### config.mk
export PLATFORM = sky130hd
export DESIGN_NAME = yutorina_bus_arbiter
export DESIGN_NICKNAME = d
export VERILOG_FILES = /design/src/rtl/yutorina_bus_arbiter_pkg.sv /design/src/rtl/yutorina_bus_rr_pick.sv /design/src/rtl/yutorina_bus_arbiter.sv
export SDC_FILE = /design/constraint.sdc
export NUM_CORES = 1
export LEC_CHECK = 0
export ABC_CLOCK_PERIOD_IN_PS = 1600
export BUFFER_PORTS_ARGS = -buffer_cell sky130_fd_sc_hd__buf_2
export CAP_MARGIN = 0
export CELL_PAD_IN_SITES_DETAIL_PLACEMENT = 0
export CELL_PAD_IN_SITES_GLOBAL_PLACEMENT = 2
export CORE_MARGIN = 2
export CORE_UTILIZATION = 28
export DETAILED_ROUTE_END_ITERATION = 7
export HOLD_SLACK_MARGIN = 0.06
export PLACE_DENSITY = 0.77
export SLEW_MARGIN = 20
export SYNTH_ARGS = -nofsm -noshare
export SYNTH_HDL_FRONTEND = slang
export SYNTH_SLANG_ARGS = --single-unit
### constraint.sdc
create_clock -name clk -period 1.6 [get_ports clk]
set_input_delay 0.16 -clock clk [delete_from_list [all_inputs] [get_ports clk]]
set_output_delay 0.16 -clock clk [all_outputs]
set_load 0.02 [all_outputs]
### src/rtl/yutorina_bus_arbiter_pkg.sv
// Shared bus constants and types for the yutorina bus arbiter.
package yutorina_bus_arbiter_pkg;

    localparam int unsigned BusMasterCh = 4;

    typedef logic [1:0] bus_owner_t;

    typedef enum logic {
        BusArbIdle = 1'b0,
        BusArbBusy = 1'b1
    } bus_arb_state_e;

    // Active-low control levels used on req/grant/as/rdy lines.
    localparam logic Enable_  = 1'b0;
    localparam logic Disable_ = 1'b1;

    // Owner value after reset so the first pick starts at master 0.
    localparam bus_owner_t OwnerReset = 2'd3;

    // Active-low one-hot grant vector for a single owner.
    function automatic logic [BusMasterCh-1:0] grant_vec(input bus_owner_t idx);
        logic [BusMasterCh-1:0] g;
        g      = '1;
        g[idx] = Enable_;
        return g;
    endfunction

endpackage

### src/rtl/yutorina_bus_rr_pick.sv
// Combinational round-robin picker: scans start+1, start+2, start+3, start (mod 4)
// for the first active-low request, optionally skipping one index.
module yutorina_bus_rr_pick
    import yutorina_bus_arbiter_pkg::*;
(
    input  logic [BusMasterCh-1:0] req_,
    input  bus_owner_t             start,
    input  logic                   excl_en,
    input  bus_owner_t             excl_idx,
    output logic                   valid,
    output bus_owner_t             idx
);

    // First eligible requester in rotation order after start.
    always_comb begin
        bus_owner_t cand;
        valid = 1'b0;
        idx   = start;
        cand  = start;
        for (int i = 1; i <= BusMasterCh; i++) begin
            cand = start + 2'(i);
            if (!valid && (req_[cand] == Enable_) && !(excl_en && (cand == excl_idx))) begin
                valid = 1'b1;
                idx   = cand;
            end
        end
    end

endmodule

### src/rtl/yutorina_bus_arbiter.sv
// Four-master round-robin bus arbiter with registered active-low grants and an
// optional tenure limit that forces handover only at a transfer boundary.
module yutorina_bus_arbiter
    import yutorina_bus_arbiter_pkg::*;
#(
    parameter int unsigned MAX_HOLD = 0,
    parameter int unsigned HOLD_W   = 8
) (
    input  logic       clk,
    input  logic       reset,
    input  logic       m0_req_,
    input  logic       m1_req_,
    input  logic       m2_req_,
    input  logic       m3_req_,
    input  logic       m_as_,
    input  logic       m_rdy_,
    output logic       m0_grnt_,
    output logic       m1_grnt_,
    output logic       m2_grnt_,
    output logic       m3_grnt_,
    output logic [1:0] owner,
    output logic       busy
);

    localparam logic [HOLD_W-1:0] MaxHoldCnt = HOLD_W'(MAX_HOLD);

    bus_arb_state_e         state_q, state_d;
    bus_owner_t             owner_q, owner_d;
    logic [HOLD_W-1:0]      hold_cnt_q, hold_cnt_d;
    logic [BusMasterCh-1:0] grnt_q, grnt_d;
    logic                   busy_q, busy_d;

    logic [BusMasterCh-1:0] req_vec;
    logic                   pick_valid;
    bus_owner_t             pick_idx;
    logic                   boundary;
    logic                   owner_req;
    logic                   force_handover;

    assign req_vec   = {m3_req_, m2_req_, m1_req_, m0_req_};
    assign boundary  = (m_as_ == Disable_) || (m_rdy_ == Enable_);
    assign owner_req = (req_vec[owner_q] == Enable_);

    // While busy the current owner is never a handover candidate.
    yutorina_bus_rr_pick u_pick (
        .req_     (req_vec),
        .start    (owner_q),
        .excl_en  (state_q == BusArbBusy),
        .excl_idx (owner_q),
        .valid    (pick_valid),
        .idx      (pick_idx)
    );

    assign force_handover = (MAX_HOLD != 0) && (hold_cnt_q == MaxHoldCnt) &&
                            pick_valid && boundary;

    // Next-state: idle pick, release handover, forced handover, tenure count.
    always_comb begin
        state_d    = state_q;
        owner_d    = owner_q;
        hold_cnt_d = hold_cnt_q;
        grnt_d     = grnt_q;
        busy_d     = busy_q;
        unique case (state_q)
            BusArbIdle: begin
                if (pick_valid) begin
                    state_d    = BusArbBusy;
                    owner_d    = pick_idx;
                    hold_cnt_d = '0;
                    grnt_d     = grant_vec(pick_idx);
                    busy_d     = 1'b1;
                end
            end
            BusArbBusy: begin
                if (!owner_req) begin
                    if (pick_valid) begin
                        owner_d    = pick_idx;
                        hold_cnt_d = '0;
                        grnt_d     = grant_vec(pick_idx);
                    end else begin
                        state_d    = BusArbIdle;
                        hold_cnt_d = '0;
                        grnt_d     = '1;
                        busy_d     = 1'b0;
                    end
                end else if (force_handover) begin
                    owner_d    = pick_idx;
                    hold_cnt_d = '0;
                    grnt_d     = grant_vec(pick_idx);
                end else if (hold_cnt_q != MaxHoldCnt) begin
                    hold_cnt_d = hold_cnt_q + 1'b1;
                end
            end
            default: begin
                state_d = BusArbIdle;
                grnt_d  = '1;
                busy_d  = 1'b0;
            end
        endcase
    end

    // State registers with synchronous reset dominating everything.
    always_ff @(posedge clk) begin
        if (reset) begin
            state_q    <= BusArbIdle;
            owner_q    <= OwnerReset;
            hold_cnt_q <= '0;
            grnt_q     <= '1;
            busy_q     <= 1'b0;
        end else begin
            state_q    <= state_d;
            owner_q    <= owner_d;
            hold_cnt_q <= hold_cnt_d;
            grnt_q     <= grnt_d;
            busy_q     <= busy_d;
        end
    end

    assign m0_grnt_ = grnt_q[0];
    assign m1_grnt_ = grnt_q[1];
    assign m2_grnt_ = grnt_q[2];
    assign m3_grnt_ = grnt_q[3];
    assign owner    = owner_q;
    assign busy     = busy_q;

endmodule

### Yosys cells after proc, flatten, opt, wreduce, memory -nomap -nowiden

Index checks and enable logic that the tools add are counted.

| storage, ports and cells | value |
|---|---|
| flip-flop bits (word level) | 8 |

| cells by class | value |
|---|---|
| add/subtract/negate cells | 3 |
| order comparisons | 6 |
| equal/unequal tests | 6 |
| muxes and demuxes | 32 |
| bitwise logic cells | 6 |
| reduce and logical (&&, ||, !) cells | 20 |

Operators with widths:

| operator | count |
|---|---|
| $lt A2 B3 Y1 const B | 5 |
| $mux W1 | 14 |
| $mux W2 | 6 |
| $mux W4 | 3 |
| $logic_and A1 B1 Y1 | 11 |
| $bmux W1 S2 | 4 |
| $pmux W4 S2 | 1 |
| $logic_not A1 Y1 | 7 |
| $eq A2 B2 Y1 | 3 |
| $not A1 Y1 | 5 |
| $add A2 B2 Y2 const B | 2 |
| $ne A2 B2 Y1 const B | 2 |
| $not A4 Y4 | 1 |
| $pmux W1 S2 | 2 |
| $pmux W2 S2 | 1 |
| $reduce_and A3 Y1 | 1 |
| $add A2 B1 Y2 const B | 1 |
| $demux W1 S2 | 1 |
| $ge A2 B1 Y1 const B | 1 |
| $ne A2 B1 Y1 const B | 1 |
| $reduce_and A2 Y1 | 1 |

### Longest topological paths before layout

| depth | value |
|---|---|
| depth after elaboration | 26 |
| mapped depth | 5 |
| depth with buffers taken out | 4 |

### Hierarchy

A second synthesis with hierarchy kept.

| second synthesis, totals | value |
|---|---|
| cell total of the unflattened synthesis | 91 |
| area, all modules | 740.7 µm² |

By module, submodules not included:

| module | times used | cells each | area an instance (µm²) | sequential area each (µm²) |
|---|---|---|---|---|
| yutorina_bus_arbiter | 1 | 42 | 391.6 | 160.2 |
| yutorina_bus_rr_pick | 1 | 49 | 349.1 | 0.0 |

### Worst setup path after synthesis

No wires, ideal clock.

| timing | value |
|---|---|
| path type | register -> register |
| start | register owner_q[1], in the netlist owner[1] |
| end | register owner_q[0], in the netlist owner[0] |
| arrival | 1.444 ns |
| required time | 1.478 ns |
| slack | 0.034 ns |
| cell stages (with the launch flop) | 6 |
| path buffers | 1 |
| clock period less this slack | 1.566 ns |
| cell sequence | dfxtp_1 -> buf_6 -> mux2i_1 -> nor2b_4 -> a211o_1 -> a311o_1 |

| between the ends | value |
|---|---|
| word-level cells in the longest chain between the ends | 21 |
| elaborated cells on any way between the ends | 46 |
| those cells by class | add/sub (3); eq/ne (4); mux (19); bitwise (4); reduce/logical (16) |

Ends and longest elaborated chain:

| element | line | RTL |
|---|---|---|
| start, declared | yutorina_bus_arbiter.sv:28 | `bus_owner_t owner_q, owner_d;` |
| start signal, assigned | yutorina_bus_arbiter.sv:106 | `owner_q <= OwnerReset;` |
| start signal, assigned | yutorina_bus_arbiter.sv:112 | `owner_q <= owner_d;` |
| $add A2 B1 Y2 | yutorina_bus_rr_pick.sv:21 | `cand = start + 2'(i);` |
| $bmux W1 S2 or $eq A2 B2 Y1 (tied branches) | yutorina_bus_rr_pick.sv:22 | `if (!valid && (req_[cand] == Enable_) && !(excl_en && (cand == excl_idx))) begin` |
| $mux W1 (not written as such) or $logic_and A1 B1 Y1 (tied branches) | yutorina_bus_rr_pick.sv:22 |  |
| $not A1 Y1 or $logic_not A1 Y1 (tied branches) | yutorina_bus_rr_pick.sv:22 |  |
| $logic_and A1 B1 Y1 | yutorina_bus_rr_pick.sv:22 |  |
| $mux W1 | yutorina_bus_rr_pick.sv:22 |  |
| $logic_not A1 Y1 | yutorina_bus_rr_pick.sv:22 |  |
| $logic_and A1 B1 Y1 (2 in a row) | yutorina_bus_rr_pick.sv:22 |  |
| [... 2 more ...] | -- |  |
| $logic_and A1 B1 Y1 (2 in a row) | yutorina_bus_rr_pick.sv:22 |  |
| $mux W1 | yutorina_bus_rr_pick.sv:22 |  |
| $logic_not A1 Y1 | yutorina_bus_rr_pick.sv:22 |  |
| $logic_and A1 B1 Y1 (2 in a row) | yutorina_bus_rr_pick.sv:22 |  |
| $mux W2 or $mux W1 (tied branches) | yutorina_bus_rr_pick.sv:22 |  |
| $mux W2 | yutorina_bus_arbiter.sv:66, yutorina_bus_arbiter.sv:76 |  |
| $mux W2 | yutorina_bus_arbiter.sv:75 | `if (!owner_req) begin` |
| $pmux W2 S2 | yutorina_bus_arbiter.sv:64 | `unique case (state_q)` |

Parallel ways exist; a longest one is shown, timed or not. The select of a mux whose other input is x is not followed.
A chain may end at the register's enable or synchronous reset.

### Worst setup path in the final report

| timing | value |
|---|---|
| start | register owner_q[0], in the netlist owner[0] |
| end | register owner_q[0], in the netlist owner[0] |

The elaborated chain is that of the path after synthesis.

==> results.py <==
metrics = {
    "status": {
        "outcome": "complete, no violations",
    },
    "worst_setup_path": {
        "worstPathRequired_ps": 1740,
        "crit_slowest_cell": "dfxtp_1",
        "end_kind": "register",
        "r2r_end": "owner[0]",
        "cp_top_family": "compound AO/OA/AOI/OAI gates",
        "r2r_slack_ps": 80,
        "r2r-start": "owner[0]",
        "worstPathArrival_ps": 1660,
        "r2r_cells": 4,
        "crit_chain": "nor2b_2, a32oi_4, a21boi_0, a311o_1",
        "worst-path-buf-inv": 0,
        "path_max_fanout": 7,
        "critical_path.max_stage_delay_ps": 500,
        "crit_type": "reg -> reg",
        "crit_path_start_kind": "register",
    },
    "cells_and_area": {
        "num_antenna_cells": 0,
        "post-route-util": 0.394,
        "fill_cells": 195,
        "syn_to_final_growth_pct": 28.6,
        "layout.nets": 90,
        "stdcell_area_sq_um": 703,
        "drive_above_1_share": 0.400,
    },
    "placement": {
        "port-buffer-count": 12,
        "hpwl_um": 1020,
        "place_congestion": 0.668,
        "dpl_cell_area_sq_um": 676,
    },
    "hold_path": {
        "worstHoldPathCells": 2,
        "hold_class": "in -> reg",
        "hold_path_end": "busy",
        "worstHoldStart": "reset",
    },
    "cts": {
        "hold_buffers": 0,
        "ctsRootBufferMaster": "clkbuf_4",
        "h-tree-depth": 1,
        "postCtsSetupBuffers": 0,
        "clk_pin_slew_worst_paths_ps": 50,
        "cts-resized-gates": 0,
        "clkLatencyLatePin_ps": 250,
        "cts_tree": "done",
        "cts_max_path_buffers": 2,
        "cts_buffers": 3,
        "cts.sinks": 8,
    },
    "sta": {
        "setup_tns_ps": 0,
        "skew_ps": 3.55,
        "hold_viol": 0,
        "setup_viol": 0,
        "timing.final.crit_share": 0.950,
        "fin_crit_ps": 1520,
        "slew_headroom": 0.787,
        "finalMaxSlewViolations": 0,
        "worst_pin_slew_ps": 319,
        "rsz0062_at_grt": "no",
        "max_freq_ghz": 0.658,
    },
    "power_and_ir_drop": {
        "p_clk_frac": 0.217,
        "swShare": 0.358,
        "power_switching_uw": 256,
        "finalPower_uw": 715,
        "power.internal_uw": 459,
        "leakagePower_uw": 0.000271,
        "vdd.ir_drop.worst_mv": 0.411,
        "combPwrFrac": 0.413,
        "pwr-share-seq": 0.370,
        "p_per_area_nw_per_um2": 1020,
    },
    "floorplan": {
        "die_x_um": 48.2,
        "rows": 15,
        "coreArea_sq_um": 1780,
        "die-area_sq_um": 2320,
        "ios": 15,
        "start_util": 0.307,
        "fp.dieH_um": 48.2,
    },
    "synth": {
        "syn_inst": 60,
        "postSynthAreaPerCell_sq_um": 9.11,
        "synth_top_cell_area_share": 0.293,
        "ys_seq_area_frac": 0.293,
        "ys_top_cells_by_area": "dfxtp_1, a211oi_1, a41oi_1",
        "synth_nets": 68,
        "yosysTopAreaCell": "dfxtp_1",
        "synth-seq-cells": 8,
        "yosys_warnings": 0,
        "netlist_area_sq_um": 547,
        "synth.distinct_cells": 31,
    },
    "routing": {
        "wl_per_cell_um": 12.6,
        "num_vias": 553,
        "first_pass_iters": 4,
        "finalWirelength_um": 1320,
        "initialDrtViolationCount": 12,
        "drc_errors": 0,
        "ant_nets": 0,
        "vias_per_cell": 5.27,
    },
    "grt": {
        "antenna_found_initial": 0,
        "grt_first_pass_wirelength_um": 2210,
        "grt_usage": 0.138,
        "overflow": 0,
        "grt_max_degree": 11,
        "first_global_vias": 489,
    },
    "run": {
        "cap_violations": 0,
    },
}
## stage by stage
stage               worst slack (ps)  cells  hold slack (ps)
finish                          80.7    105              202
global route                    14.1    105              209
CTS                             56.2    105              192
detailed placement              67.0    102              460
global placement                56.8    102              458
floorplan                       33.8     60              352
## state kept, by name, summed over array words and instances (netlist names)
register,cells
grnt_q,4
owner,2
busy,1
state_q,1
## cell usage after synthesis
library cell  n
dfxtp_1       8
nand2_1       6
a211oi_1      5
a41oi_1       4
a21boi_0      3
nor2_1        3
a21oi_1       2
a311o_1       2
nand2b_1      2
nor2b_1       2
nor3_1        2
o21ai_0       2
a211o_1       1
a21boi_1      1
a32oi_4       1
and2_1        1
and2_2        1
and2_4        1
and3b_1       1
and4_2        1
buf_1         1
buf_6         1
inv_1         1
mux2_1        1
mux2i_1       1
nand4_1       1
nor2b_2       1
nor2b_4       1
nor3_2        1
o32a_1        1
or2_4         1
## worst register-to-register path: stages (launching register included)
cell and delay [ps]:
dfxtp_1 500, nor2b_2 110, a32oi_4 340, a21boi_0 140
a311o_1 320
## power groups by stage
stage | clock (uW) | combinational [uW] | sequential (uW)
5_1_grt | 169 | 322 | 269
3_5_place_dp | 0 | 294 | 267
2_1_floorplan | 0 | 170 | 294
4_1_cts | 162 | 296 | 263
6_report | 155 | 295 | 264
3_3_place_gp | 0 | 295 | 267
## area by class of cell
cell class | instances | area [sq um] | share of cell area
Multi-Input combinational cell | 49 | 372 | 0.528
Tap cell | 25 | 31.3 | 0.0445
Sequential cell | 8 | 161 | 0.230
Clock buffer | 3 | 22.5 | 0.0320
Timing Repair Buffer | 19 | 113 | 0.160
Inverter | 1 | 3.75 | 0.00534
## cell usage in the layout, fill, tap and decap left out, types with 2 or more instances in the layout
cell,count
a211oi_1,5
a21boi_0,3
a21oi_1,2
a311o_1,2
a41oi_1,4
buf_2,12
buf_4,7
clkbuf_4,3
dfxtp_1,7
nand2_1,6
nand2b_1,2
nor2_1,3
nor2b_1,2
nor3_1,2
o21ai_0,2
## kinds of logic after synthesis
kind of cell           after synthesis  share of synthesized area
multiplexers                         2                     0.0389
AND/OR/NAND/NOR                     25                      0.288
buffers and inverters                3                     0.0343
AO/OA/AOI/OAI                       22                      0.346
flip-flops                           8                      0.293
## worst max-delay path by stage
stage              from         to  slack [ps]  cells past startpoint
2_1_floorplan  owner[1]   owner[0]          30                      5
3_3_place_gp   owner[1]  grnt_q[2]          60                      5
6_report       owner[0]   owner[0]          80                      4
4_1_cts        owner[1]   owner[0]          60                      4
5_1_grt        owner[0]  grnt_q[3]          10                      6
3_5_place_dp   owner[1]   owner[0]          70                      4
## routing by layer
layer  GRT usage  part of all wire  vias up
met2       0.218              0.47       15
met1       0.176              0.47      262
met4      0.0486            0.0045        0
met3      0.0444             0.053        2
met5           0                 0        -
li1            -                 -      274
Note: power is estimated with default switching activity, not from simulation.
